<file path="config.mk">
export PLATFORM = sky130hd
export DESIGN_NAME = link_bridge
export DESIGN_NICKNAME = d
export VERILOG_FILES = /design/src/rtl/link_bridge.sv
export SDC_FILE = /design/constraint.sdc
export NUM_CORES = 1
export LEC_CHECK = 0
export BUFFER_PORTS_ARGS = -buffer_cell sky130_fd_sc_hd__buf_4
export CORE_MARGIN = 2
export CORE_UTILIZATION = 35
export CTS_CLUSTER_SIZE = 28
export DETAILED_ROUTE_END_ITERATION = 7
export MAX_ROUTING_LAYER = met4
export SLEW_MARGIN = 0
export SYNTH_ARGS = -nofsm -noshare
export SYNTH_HDL_FRONTEND = slang
export SYNTH_SLANG_ARGS = --single-unit
</file>
<file path="constraint.sdc">
create_clock -name clk -period 3.6 [get_ports clk]
set_input_delay 0.18 -clock clk [delete_from_list [all_inputs] [get_ports clk]]
set_output_delay 0.18 -clock clk [all_outputs]
set_load 0.005 [all_outputs]
</file>
<file path="src/rtl/link_bridge.sv">
// link_bridge: peripheral endpoint bridging the processor message port to an 8-bit valid/ready peer link.
//   TX: snd/interface_data push 32-bit words into a FIFO; words leave MSB byte first on tx_data/tx_valid/tx_ready.
//   RX: bytes on rx_data/rx_valid/rx_ready are assembled MSB first into words and queued; interrupt_eth flags a
//       non-empty queue, interrupt_source_data shows its head (0 when empty), irq_ack pops it.
//   tx_overflow: sticky, a word was dropped on a full TX FIFO.  tx_busy: TX FIFO non-empty or a word in flight.
//   Optional macro LINK_LOOPBACK_EN adds input loopback, which routes TX bytes into the RX assembler internally.
module link_bridge #(
  parameter int TX_DEPTH = 4,
  parameter int RX_DEPTH = 4
) (
  input  logic        clk,
  input  logic        rst,
`ifdef LINK_LOOPBACK_EN
  input  logic        loopback,
`endif
  input  logic        snd,
  input  logic [31:0] interface_data,
  output logic [7:0]  tx_data,
  output logic        tx_valid,
  input  logic        tx_ready,
  input  logic [7:0]  rx_data,
  input  logic        rx_valid,
  output logic        rx_ready,
  output logic        interrupt_eth,
  output logic [31:0] interrupt_source_data,
  input  logic        irq_ack,
  output logic        tx_overflow,
  output logic        tx_busy
);
  localparam int TAW = $clog2(TX_DEPTH);
  localparam int RAW = $clog2(RX_DEPTH);
  typedef enum logic {TX_IDLE, TX_SEND} tx_state_t;
  typedef enum logic {RX_COLLECT, RX_HOLD} rx_state_t;
  logic [31:0] tx_mem [TX_DEPTH];
  logic [TAW:0] tx_wp, tx_rp;
  logic tx_empty, tx_full, tx_push, tx_pop, tx_xfer, tx_last, tx_vld, tx_rdy;
  tx_state_t tx_state, tx_next;
  logic [31:0] tx_word;
  logic [1:0] tx_cnt;
  logic [31:0] rx_mem [RX_DEPTH];
  logic [RAW:0] rx_wp, rx_rp, rx_wp_n, rx_rp_n;
  logic rx_empty, rx_full, rx_push, rx_pop, rx_xfer, rx_last, rx_vld, rx_rdy, lb;
  logic [7:0] rx_byte;
  rx_state_t rx_state, rx_next;
  logic [31:0] rx_word, rx_head_n;
  logic [1:0] rx_cnt;

`ifdef LINK_LOOPBACK_EN
  assign lb = loopback;
`else
  assign lb = 1'b0;
`endif

  assign tx_vld   = tx_state == TX_SEND;
  assign tx_rdy   = lb ? rx_rdy : tx_ready;
  assign tx_xfer  = tx_vld & tx_rdy;
  assign tx_last  = tx_xfer & (tx_cnt == 2'd3);
  assign tx_valid = tx_vld & ~lb;
  assign tx_data  = tx_word[31:24];
  assign tx_empty = tx_wp == tx_rp;
  assign tx_full  = (tx_wp[TAW] != tx_rp[TAW]) && (tx_wp[TAW-1:0] == tx_rp[TAW-1:0]);
  assign tx_busy  = ~tx_empty | tx_vld;
  // a full FIFO still takes the word when the FSM pops in the same cycle
  assign tx_push  = snd & (~tx_full | tx_pop);

  // load from idle, or right after the 4th byte so consecutive words stream without a gap
  always_comb begin
    tx_pop  = ~tx_empty & (~tx_vld | tx_last);
    tx_next = tx_pop ? TX_SEND : (tx_last ? TX_IDLE : tx_state);
  end

  always_ff @(posedge clk)
    if (tx_push) tx_mem[tx_wp[TAW-1:0]] <= interface_data;

  always_ff @(posedge clk or posedge rst)
    if (rst) begin
      tx_state    <= TX_IDLE;
      tx_wp       <= '0;
      tx_rp       <= '0;
      tx_word     <= '0;
      tx_cnt      <= '0;
      tx_overflow <= 1'b0;
    end else begin
      tx_state    <= tx_next;
      tx_wp       <= tx_wp + {{TAW{1'b0}}, tx_push};
      tx_rp       <= tx_rp + {{TAW{1'b0}}, tx_pop};
      tx_overflow <= tx_overflow | (snd & ~tx_push);
      if (tx_pop) begin
        tx_word <= tx_mem[tx_rp[TAW-1:0]];
        tx_cnt  <= '0;
      end else if (tx_xfer) begin
        tx_word <= {tx_word[23:0], 8'h00};
        tx_cnt  <= tx_cnt + 2'd1;
      end
    end

  assign rx_vld   = lb ? tx_vld : rx_valid;
  assign rx_byte  = lb ? tx_word[31:24] : rx_data;
  assign rx_ready = rx_rdy & ~lb;
  assign rx_xfer  = rx_vld & rx_rdy;
  assign rx_last  = rx_xfer & (rx_cnt == 2'd3);
  assign rx_empty = rx_wp == rx_rp;
  assign rx_full  = (rx_wp[RAW] != rx_rp[RAW]) && (rx_wp[RAW-1:0] == rx_rp[RAW-1:0]);
  assign rx_pop   = irq_ack & ~rx_empty;
  assign rx_push  = (rx_state == RX_HOLD) & (~rx_full | rx_pop);
  assign rx_wp_n  = rx_wp + {{RAW{1'b0}}, rx_push};
  assign rx_rp_n  = rx_rp + {{RAW{1'b0}}, rx_pop};
  // head after this edge; bypass the word being written when it lands on the new head slot
  assign rx_head_n = (rx_push && rx_wp[RAW-1:0] == rx_rp_n[RAW-1:0]) ? rx_word : rx_mem[rx_rp_n[RAW-1:0]];

  always_comb rx_next = rx_last ? RX_HOLD : (rx_push ? RX_COLLECT : rx_state);

  always_ff @(posedge clk)
    if (rx_push) rx_mem[rx_wp[RAW-1:0]] <= rx_word;

  // rx_ready is a register tracking the next state so it reads 0 while reset is held
  always_ff @(posedge clk or posedge rst)
    if (rst) begin
      rx_state              <= RX_COLLECT;
      rx_rdy                <= 1'b0;
      rx_word               <= '0;
      rx_cnt                <= '0;
      rx_wp                 <= '0;
      rx_rp                 <= '0;
      interrupt_eth         <= 1'b0;
      interrupt_source_data <= '0;
    end else begin
      rx_state              <= rx_next;
      rx_rdy                <= rx_next == RX_COLLECT;
      rx_wp                 <= rx_wp_n;
      rx_rp                 <= rx_rp_n;
      interrupt_eth         <= rx_wp_n != rx_rp_n;
      interrupt_source_data <= (rx_wp_n != rx_rp_n) ? rx_head_n : '0;
      if (rx_xfer) begin
        rx_word <= {rx_word[23:0], rx_byte};
        rx_cnt  <= rx_cnt + 2'd1;
      end
    end
endmodule

</file>
==> impl_metrics.ini, run 1 <==
[status]
outcome = completed

[detailed_routing]
vias_per_cell = 4.90
first_iter_violations = 395
first_pass_iters = 5
wl_per_cell_um = 19.8
vias = 7240
drc = 0
wirelength_um = 29200
drtAntennaViolNets = 0

[place]
dp_hpwl_um = 16500
io_buffers = 90
gp_congestion = 0.691

[timing]
fin_hold_ws_ns = 0.0518
clock_skew_ns = 0.00912
setup_tns_ns = 0
rsz0062_at_grt = false
finalSetupViolations = 0
finalMaxSlewViolations = 0
tightestPinTransition_ns = 0.689
max_slew_margin_pct = 54.1
period_needed_ns = 3.03
finalCritPeriodShare_pct = 84.1
fmax_ghz = 0.330
timing.final.hold_violations = 0

[power]
powerDensity_mw_per_mm2 = 908
p_total_uw = 15800
vdd_drop_max_mv = 0.492
leakagePower_uw = 0.00620

[global_routing]
grt_max_degree = 78
grt_pass1_vias = 7846
track_usage_pct = 14.6
grt_antenna_before_repair = 2
grt_pass1_wl_um = 45700
overflow = 0

[flow_run]
maxCapViolCount = 0

[worst_setup_path]
worst_ep_arrival_time_ns = 3.41
rr_worst_depth = 8
cp-end-kind = flop
crit_fanout = 17
path_class = reg2reg
crit_path_start_kind = flop
reg2reg_to = interrupt_source_data[25]
r2r_slack_ns = 0.57
r2r_start = rx_wp[1]
worstPathRequired_ns = 3.98

[clocking]
cts_setup_buffers = 0
ctsHoldBuffers = 43
clock-sinks = 373
clk_pin_slew_worst_paths_ns = 0.06
cts_tree = done
h-tree-depth = 2
cts_buffer_depth = 3
clock_latency_ns = 0.53
cts_root_buf = clkbuf_16
cts_resized = 0
numCtsBuffers = 40

[floorplanning]
floorplan.initialDensity_pct = 35.3
fp.dieH_um = 206
top_level_ports = 91
coreArea_mm2 = 0.0406
row_count = 74
die_w_um = 206
fp.dieArea_mm2 = 0.0426

[hold_path]
hold_start = tx_ready
min_to = tx_valid
hold_depth = 3
worstHoldPathType = in2reg

[synthesis]
synth_top_area_share_pct = 53.6
synth_area_mm2 = 0.0143
synth_top_area_cell = edfxtp_1
ys_seq_elements = 373
avgSynthCellArea_um2 = 18.8
yosysWarnings = 0
ys_seq_area_share_pct = 74.0
yosysUniqueCellTypes = 43
synth_area_leaders = edfxtp_1 54%, dfrtp_1 20%, mux4_2 10%
syn_inst = 763
syn_nets = 819

[final_layout]
final_common_cell = edfxtp_1
fillCellCount = 3598
layout-drive-gt1-share_pct = 31.4
areaGrowthSynthToFinish_pct = 21.1
layout_common_cells = 256 x edfxtp_1, 116 x buf_4, 116 x dfrtp_1
fin_nets = 970
-- cell usage after synthesis --
cell,count
o31a_2,1
nor3b_1,3
inv_2,1
mux2_2,33
edfxtp_1,256
o41ai_4,2
or2_2,1
clkbuf_8,1
a21bo_2,1
a32o_1,1
a31o_2,1
a21boi_0,1
clkbuf_1,21
nand2b_1,1
a21oi_1,32
or3_1,1
nor2_1,3
and3_1,1
a22o_1,9
xnor2_1,5
xor2_1,11
nor4_1,1
a21o_1,1
inv_1,4
xor2_2,1
o21ai_1,1
nand3_2,2
dfrtp_1,117
mux2i_1,24
mux4_2,64
and2_1,1
nand3b_1,1
nand2_1,27
buf_8,2
o31ai_4,1
buf_6,7
nand3_1,30
nor3_1,5
buf_2,12
o21ai_0,55
ha_1,10
and3_2,1
buf_4,10
-- state kept, by name, indices dropped and copies added (netlist names) --
signal / count
interrupt_source_data: 32
tx_cnt: 2
tx_rp: 3
tx_valid: 1
rx_rp: 3
rx_ready: 1
tx_wp: 3
tx_overflow: 1
rx_cnt: 2
rx_word: 32
tx_mem: 128
rx_wp: 3
rx_state: 1
tx_word: 32
rx_mem: 128
interrupt_eth: 1
-- critical path, stage by stage (launching register included) --
cell and delay [ns]:
dfrtp_1 0.55, xor2_1 0.39, nor2_1 0.07, a21boi_0 0.19, ha_2 0.58, buf_4 0.38
mux4_2 0.53, o21ai_0 0.09, a21oi_1 0.09
-- worst max-delay path by stage --
stage	cells past startpoint	slack (ns)	from	endpoint
after floorplan	1	0.32	rst	interrupt_eth
after global placement	8	0.63	rx_wp[1]	interrupt_source_data[0]
after detailed placement	8	0.54	rx_wp[1]	interrupt_source_data[30]
after CTS	8	0.53	rx_wp[1]	interrupt_source_data[30]
after global routing	8	0.31	rx_wp[1]	interrupt_source_data[24]
final	8	0.57	rx_wp[1]	interrupt_source_data[25]
-- layout make-up --
class / count / area, um^2 / share of cell area, %
diodes: 2 / 5.00 / 0.0288
clock inverters: 15 / 151 / 0.872
clock buffers: 56 / 1110 / 6.40
well taps: 532 / 666 / 3.83
inverters: 5 / 21.3 / 0.122
flip-flops and latches: 373 / 10600 / 61.1
multi-input cells: 332 / 3430 / 19.8
repair buffers: 162 / 1360 / 7.84
-- per-layer routing --
metal	wire length, um	share of wire [%]	vias to the layer above	global-route usage [%]
li1	-	-	3287	-
met1	11600	40	3735	17.3
met2	15600	54	181	25.8
met3	1490	5.1	37	2.84
met4	435	1.5	0	3.29
met5	0	0	-	-
-- cell families (layout without fill, tap and decap cells) --
kind of cell / count (synthesis) / in the layout / synth area share [%]
mux: 121 / 121 / 14.3
other cells: 0 / 2 / 0
buf+inv: 58 / 238 / 2.48
fa+ha+maj: 10 / 10 / 0.873
simple gates: 78 / 78 / 2.67
flops: 373 / 373 / 74.0
compound gates: 106 / 106 / 4.53
xor+xnor: 17 / 17 / 1.09
-- where the power goes --
group | switching (uW) | internal (uW)
logic | 2760 | 2340
registers | 725 | 5990
clock network | 1590 | 2370
-- stage by stage --
stage / utilization, % / instances / area, um^2 / worst slack [ns]
floorplan: - / 763 / 14400 / 0.319
global placement: 38.5 / 1361 / 15700 / 0.631
detailed placement: 38.5 / 1361 / 15700 / 0.541
CTS: 42.7 / 1475 / 17400 / 0.525
global route: 42.7 / 1477 / 17400 / 0.305
finish: 42.7 / 1477 / 17400 / 0.572
(Power assumes the default switching activity.)
==> inputs of run 2 (changes only) <==
Clock period 3.6 ns to 2.85 ns, I/O delays scaled along.
==> run 2 against run 1 <==
  * Non-clock buffer count rose by 1
  * Sequential share of layout area fell by 0.28 points
  * Routed wire length rose by 3.0%
  * Cell area rose by 0.49%
  * Hold slack got worse by 0.016 ns
  * Critical path depth fell by 1
  * Global-route usage rose by 0.43 points
  * Core utilization rose by 0.21 points
  * Register-to-register slack got worse by 0.30 ns
  * Highest routed layer unchanged
==> impl_metrics.ini, run 2 (synthesis gave the netlist of run 1 again) <==
[status]
outcome = completed

[timing]
finalSetupViolations = 0
tightestPinTransition_ns = 0.738
fmax_ghz = 0.389
clock_skew_ns = 0.0211
setup_tns_ns = 0
period_needed_ns = 2.57
max_slew_margin_pct = 50.8
rsz0062_at_grt = false
finalMaxSlewViolations = 0
finalCritPeriodShare_pct = 90.3
timing.final.hold_violations = 0

[global_routing]
grt_pass1_vias = 7882
use_met3_pct = 3.09
track_usage_pct = 15.0
grtUsageMet2_pct = 26.5
gr-usage-met1_pct = 17.4
grt_pass1_wl_um = 46700
grt_max_degree = 118
overflow = 0
grt.busiest_layer = met2
grt_antenna_before_repair = 3

[clocking]
clk_pin_slew_worst_paths_ns = 0.06
h-tree-depth = 2
clock_latency_ns = 0.53
cts_root_buf = clkbuf_16
numCtsBuffers = 40
cts_buffer_depth = 3
clock-sinks = 373
cts_setup_buffers = 0
cts_tree = done

[final_layout]
layout_common_cells = 256 x edfxtp_1, 114 x dfrtp_1, 106 x buf_4
areaGrowthSynthToFinish_pct = 21.7
fin_nets = 971
layout-drive-gt1-share_pct = 30.9
final_common_cell = edfxtp_1

[detailed_routing]
first_pass_iters = 4
vias_per_cell = 4.91
vias = 7273
wirelength_um = 30100
drc = 0
first_iter_violations = 461
drtAntennaViolNets = 0
wl_per_cell_um = 20.3

[floorplanning]
top_level_ports = 91
fp.dieH_um = 206
row_count = 74
coreArea_mm2 = 0.0406
die_w_um = 206
fp.dieArea_mm2 = 0.0426
floorplan.initialDensity_pct = 35.3

[power]
vdd_drop_max_mv = 0.760
powerDensity_mw_per_mm2 = 1150
leakagePower_uw = 0.00620
p_total_uw = 20000

[worst_setup_path]
cp-end-kind = flop
crit_path_start_kind = flop
path_class = reg2reg
worstPathRequired_ns = 3.26
worst_ep_arrival_time_ns = 2.98
crit_fanout = 9

[place]
dp_hpwl_um = 16700
gp_congestion = 0.682
io_buffers = 90

[flow_run]
maxCapViolCount = 0

[hold_path]
worstHoldPathType = in2reg
[run 2: final timing paths]
kind	start	to	slack, ns	cells after the start
setup / recovery	rx_rp[2]	interrupt_source_data[22]	0.28	7
hold / removal	irq_ack	rx_state	0.04	3
max in group asynchronous	rst	interrupt_source_data[30]	1.92	4
min in group asynchronous	rst	tx_overflow	0.36	4
hold reg to reg	tx_overflow	tx_overflow	0.47	1
setup reg to reg	rx_rp[2]	interrupt_source_data[22]	0.28	7
[run 2: area by class of cell]
cell class / count / area, um^2
fillers: 3553 / 23200
flip-flops and latches: 373 / 10600
multi-input cells: 332 / 3440
repair buffers: 163 / 1490
clock buffers: 65 / 1170
well taps: 532 / 666
clock inverters: 7 / 43.8
inverters: 5 / 22.5
diodes: 3 / 7.51
[run 2: power breakdown]
part	leakage (uW)	total, uW	internal, uW	switching [uW]
registers	0.00376	8470	7560	914
clock network	0.000591	4800	2800	2000
logic	0.00185	6720	3180	3540
[run 2: critical path: stages, from the launching register on]
cell and delay [ns]:
dfrtp_1 0.40, xnor2_1 0.35, a21boi_0 0.18, ha_2 0.52, buf_4 0.29, mux4_2 0.51, o21ai_0 0.10, a21oi_1 0.09
[run 2: through the flow]
stage / util [%] / setup slack (ns) / cell area (um^2) / hold WS, ns / std cells
after floorplan: - / -0.0192 / 14400 / 0.241 / 763
after global placement: 38.8 / 0.309 / 15800 / 0.343 / 1361
after detailed placement: 38.8 / 0.254 / 15800 / 0.346 / 1361
after CTS: 42.9 / 0.240 / 17400 / 0.0137 / 1477
after global routing: 42.9 / 0.00614 / 17500 / 0.0356 / 1480
final: 42.9 / 0.277 / 17500 / 0.0356 / 1480
[run 2: routing by layer]
metal  vias to the layer above  part of all wire (%)
li1                       3280                     -
met1                      3805                    40
met2                       133                    54
met3                        55                   4.1
met4                         0                   2.1
met5                         -                     0
[run 2: timing repair]
action | 4_1_cts | 5_1_grt
hold endpoints to repair | 258 | 0
resized for setup | 0 | 1
setup endpoints to repair | 0 | 1
hold buffers | 44 | 0
==> inputs of run 3 (changes only) <==
Settings changed: BUFFER_PORTS_ARGS -buffer_cell sky130_fd_sc_hd__buf_4 to unset, DONT_BUFFER_PORTS set to 1, RECOVER_POWER set to 50.
==> run 3 against run 2 <==
  * Largest power group unchanged
  * Non-clock buffer count shrank 89
  * Maximum frequency is 1.1% lower
  * The flow now finishes with violations (capacitance limit, slew limit)
  * Sequential cell count unchanged
  * Core utilization decreased by 1.6 points
  * Via count fell by 4.6%
  * Hold slack improved by 0.0035 ns
  * Die area unchanged
==> impl_metrics.ini, run 3 (synthesis gave the netlist of run 1 again) <==
[timing]
clock_skew_ns = 0.0139
tightestPinTransition_ns = 1.78
finalCritPeriodShare_pct = 91.3
max_slew_margin_pct = -18.5
fmax_ghz = 0.384
period_needed_ns = 2.60
fin_hold_ws_ns = 0.0391
rsz0062_at_grt = false
setup_ws_ns = 0.249
timing.final.hold_violations = 0
finalSetupViolations = 0
finalMaxSlewViolations = 118

[worst_setup_path]
crit_start = rx_wp[0]
cp-end-kind = flop
path_class = reg2reg
worstPathRequired_ns = 3.25
crit_fanout = 33
worst_ep_arrival_time_ns = 3.00
r2r_start = rx_wp[0]
crit_path_start_kind = flop

[clocking]
cts_tree = done
cts_root_buf = clkbuf_16
clock_latency_ns = 0.53
clk_pin_slew_worst_paths_ns = 0.06
cts_buffer_depth = 3
numCtsBuffers = 39
h-tree-depth = 2
clock-sinks = 373

[detailed_routing]
vias_per_cell = 4.99
first_pass_iters = 7
first_iter_violations = 264
wirelength_um = 28600
vias = 6936
drc = 0
wl_per_cell_um = 20.6
drtAntennaViolNets = 0

[place]
dp_hpwl_um = 16200
gp_congestion = 0.673
io_buffers = 0
pre_cts_slack_ns = 0.191
placed_area_mm2 = 0.0151
dpl.cell_count = 1270

[global_routing]
grt_antenna_before_repair = 3
grt_max_degree = 118
track_usage_pct = 14.4
grt_pass1_vias = 7553
grt_pass1_wl_um = 44800
overflow = 0

[floorplanning]
die_w_um = 206
floorplan.initialDensity_pct = 35.3
coreArea_mm2 = 0.0406
fp.dieH_um = 206
row_count = 74
fp.dieArea_mm2 = 0.0426
top_level_ports = 91

[power]
internal_power_uw = 13300
vdd_drop_max_mv = 0.747
p_clk_share_pct = 25.3
p_sw_uw = 6320
p_comb_share_pct = 31.0
p_sw_share_pct = 32.2
seqPwrFrac_pct = 43.7
leakagePower_uw = 0.00578
powerDensity_mw_per_mm2 = 1170
p_total_uw = 19600

[final_layout]
areaGrowthSynthToFinish_pct = 17.3
fin_nets = 881
final_common_cell = edfxtp_1
fillCellCount = 3535
layout_common_cells = 256 x edfxtp_1, 114 x dfrtp_1, 64 x mux4_2
layout-drive-gt1-share_pct = 23.9
design_area_mm2 = 0.0168
stdcell_count = 1390

[status]
violations = capacitance limit, slew limit
outcome = complete, but fails checks

[hold_path]
worstHoldPathType = in2reg
hold_start = tx_ready

[flow_run]
maxCapViolCount = 1
-- run 3: cell types whose count changed in the layout (fill, tap and decap cells not counted), moves of 2 or more --
cell	delta
buf_4	-90
clkbuf_1	-8
clkinv_1	+6
bufinv_16	+3
clkbuf_8	-3
buf_12	-2
dlygate4sd3_1	+2
-- run 3: per-stage QoR --
| step | util, % | setup TNS (ns) |
|---|---|---|
| 2_1_floorplan | - | -0.565 |
| 3_3_place_gp | 37.1 | 0 |
| 3_5_place_dp | 37.1 | 0 |
| 4_1_cts | 41.4 | 0 |
| 5_1_grt | 41.4 | 0 |
| 6_report | 41.4 | 0 |
-- run 3: repair_timing --
item                                    4_1_cts  5_1_grt
hold buffers                                 46        0
buffers inserted                              0        0
resized for setup                             0        2
endpoints found under the hold margin       259        0
endpoints found under the setup margin        0       19
-- run 3: worst paths after layout --
check / depth (start not counted) / endpoint / slack, ns
max: 10 / interrupt_source_data[4] / 0.25
min: 3 / tx_cnt[1] / 0.04
max in group asynchronous: 3 / rx_wp[1] / 0.92
max reg2reg: 10 / interrupt_source_data[4] / 0.25
min reg2reg: 1 / rx_cnt[0] / 0.48
min in group asynchronous: 3 / tx_valid / 0.72
-- run 3: cell type report --
cell class,instances,area (um^2),share of cell area [%]
multi-input combinational,332,3450,20.5
antenna,3,7.51,0.0446
timing repair buffer,74,800,4.75
clock inverter,17,161,0.960
sequential,373,10600,63.1
clock buffer,54,1090,6.51
inverter,5,22.5,0.134
tap,532,666,3.96
-- run 3: power groups by stage --
stage	clock, uW	sequential (uW)	combinational (uW)
after global routing	5300	8770	6680
final	4960	8570	6080
after CTS	5090	8610	6220
after global placement	0	8660	6000
after floorplan	0	8260	4660
after detailed placement	0	8710	6130
-- run 3: worst max-delay path: stages, from the launching register on --
cell and delay [ns]:
dfrtp_2 0.48, xor2_2 0.20, o41ai_4 0.40, inv_2 0.07, ha_1 0.18, ha_1 0.19
xor2_1 0.18, xor2_1 0.20, nor3_4 0.23, buf_12 0.24, a21oi_1 0.08
-- run 3: routing by layer --
| metal | up-vias | routed length, um | part of all wire, % | global-route usage [%] |
|---|---|---|---|---|
| met4 | 0 | 433 | 1.5 | 3.55 |
| li1 | 3119 | - | - | - |
| met1 | 3631 | 11900 | 42 | 17.0 |
| met5 | - | 0 | 0 | - |
| met2 | 149 | 14900 | 52 | 25.0 |
| met3 | 37 | 1390 | 4.8 | 3.20 |
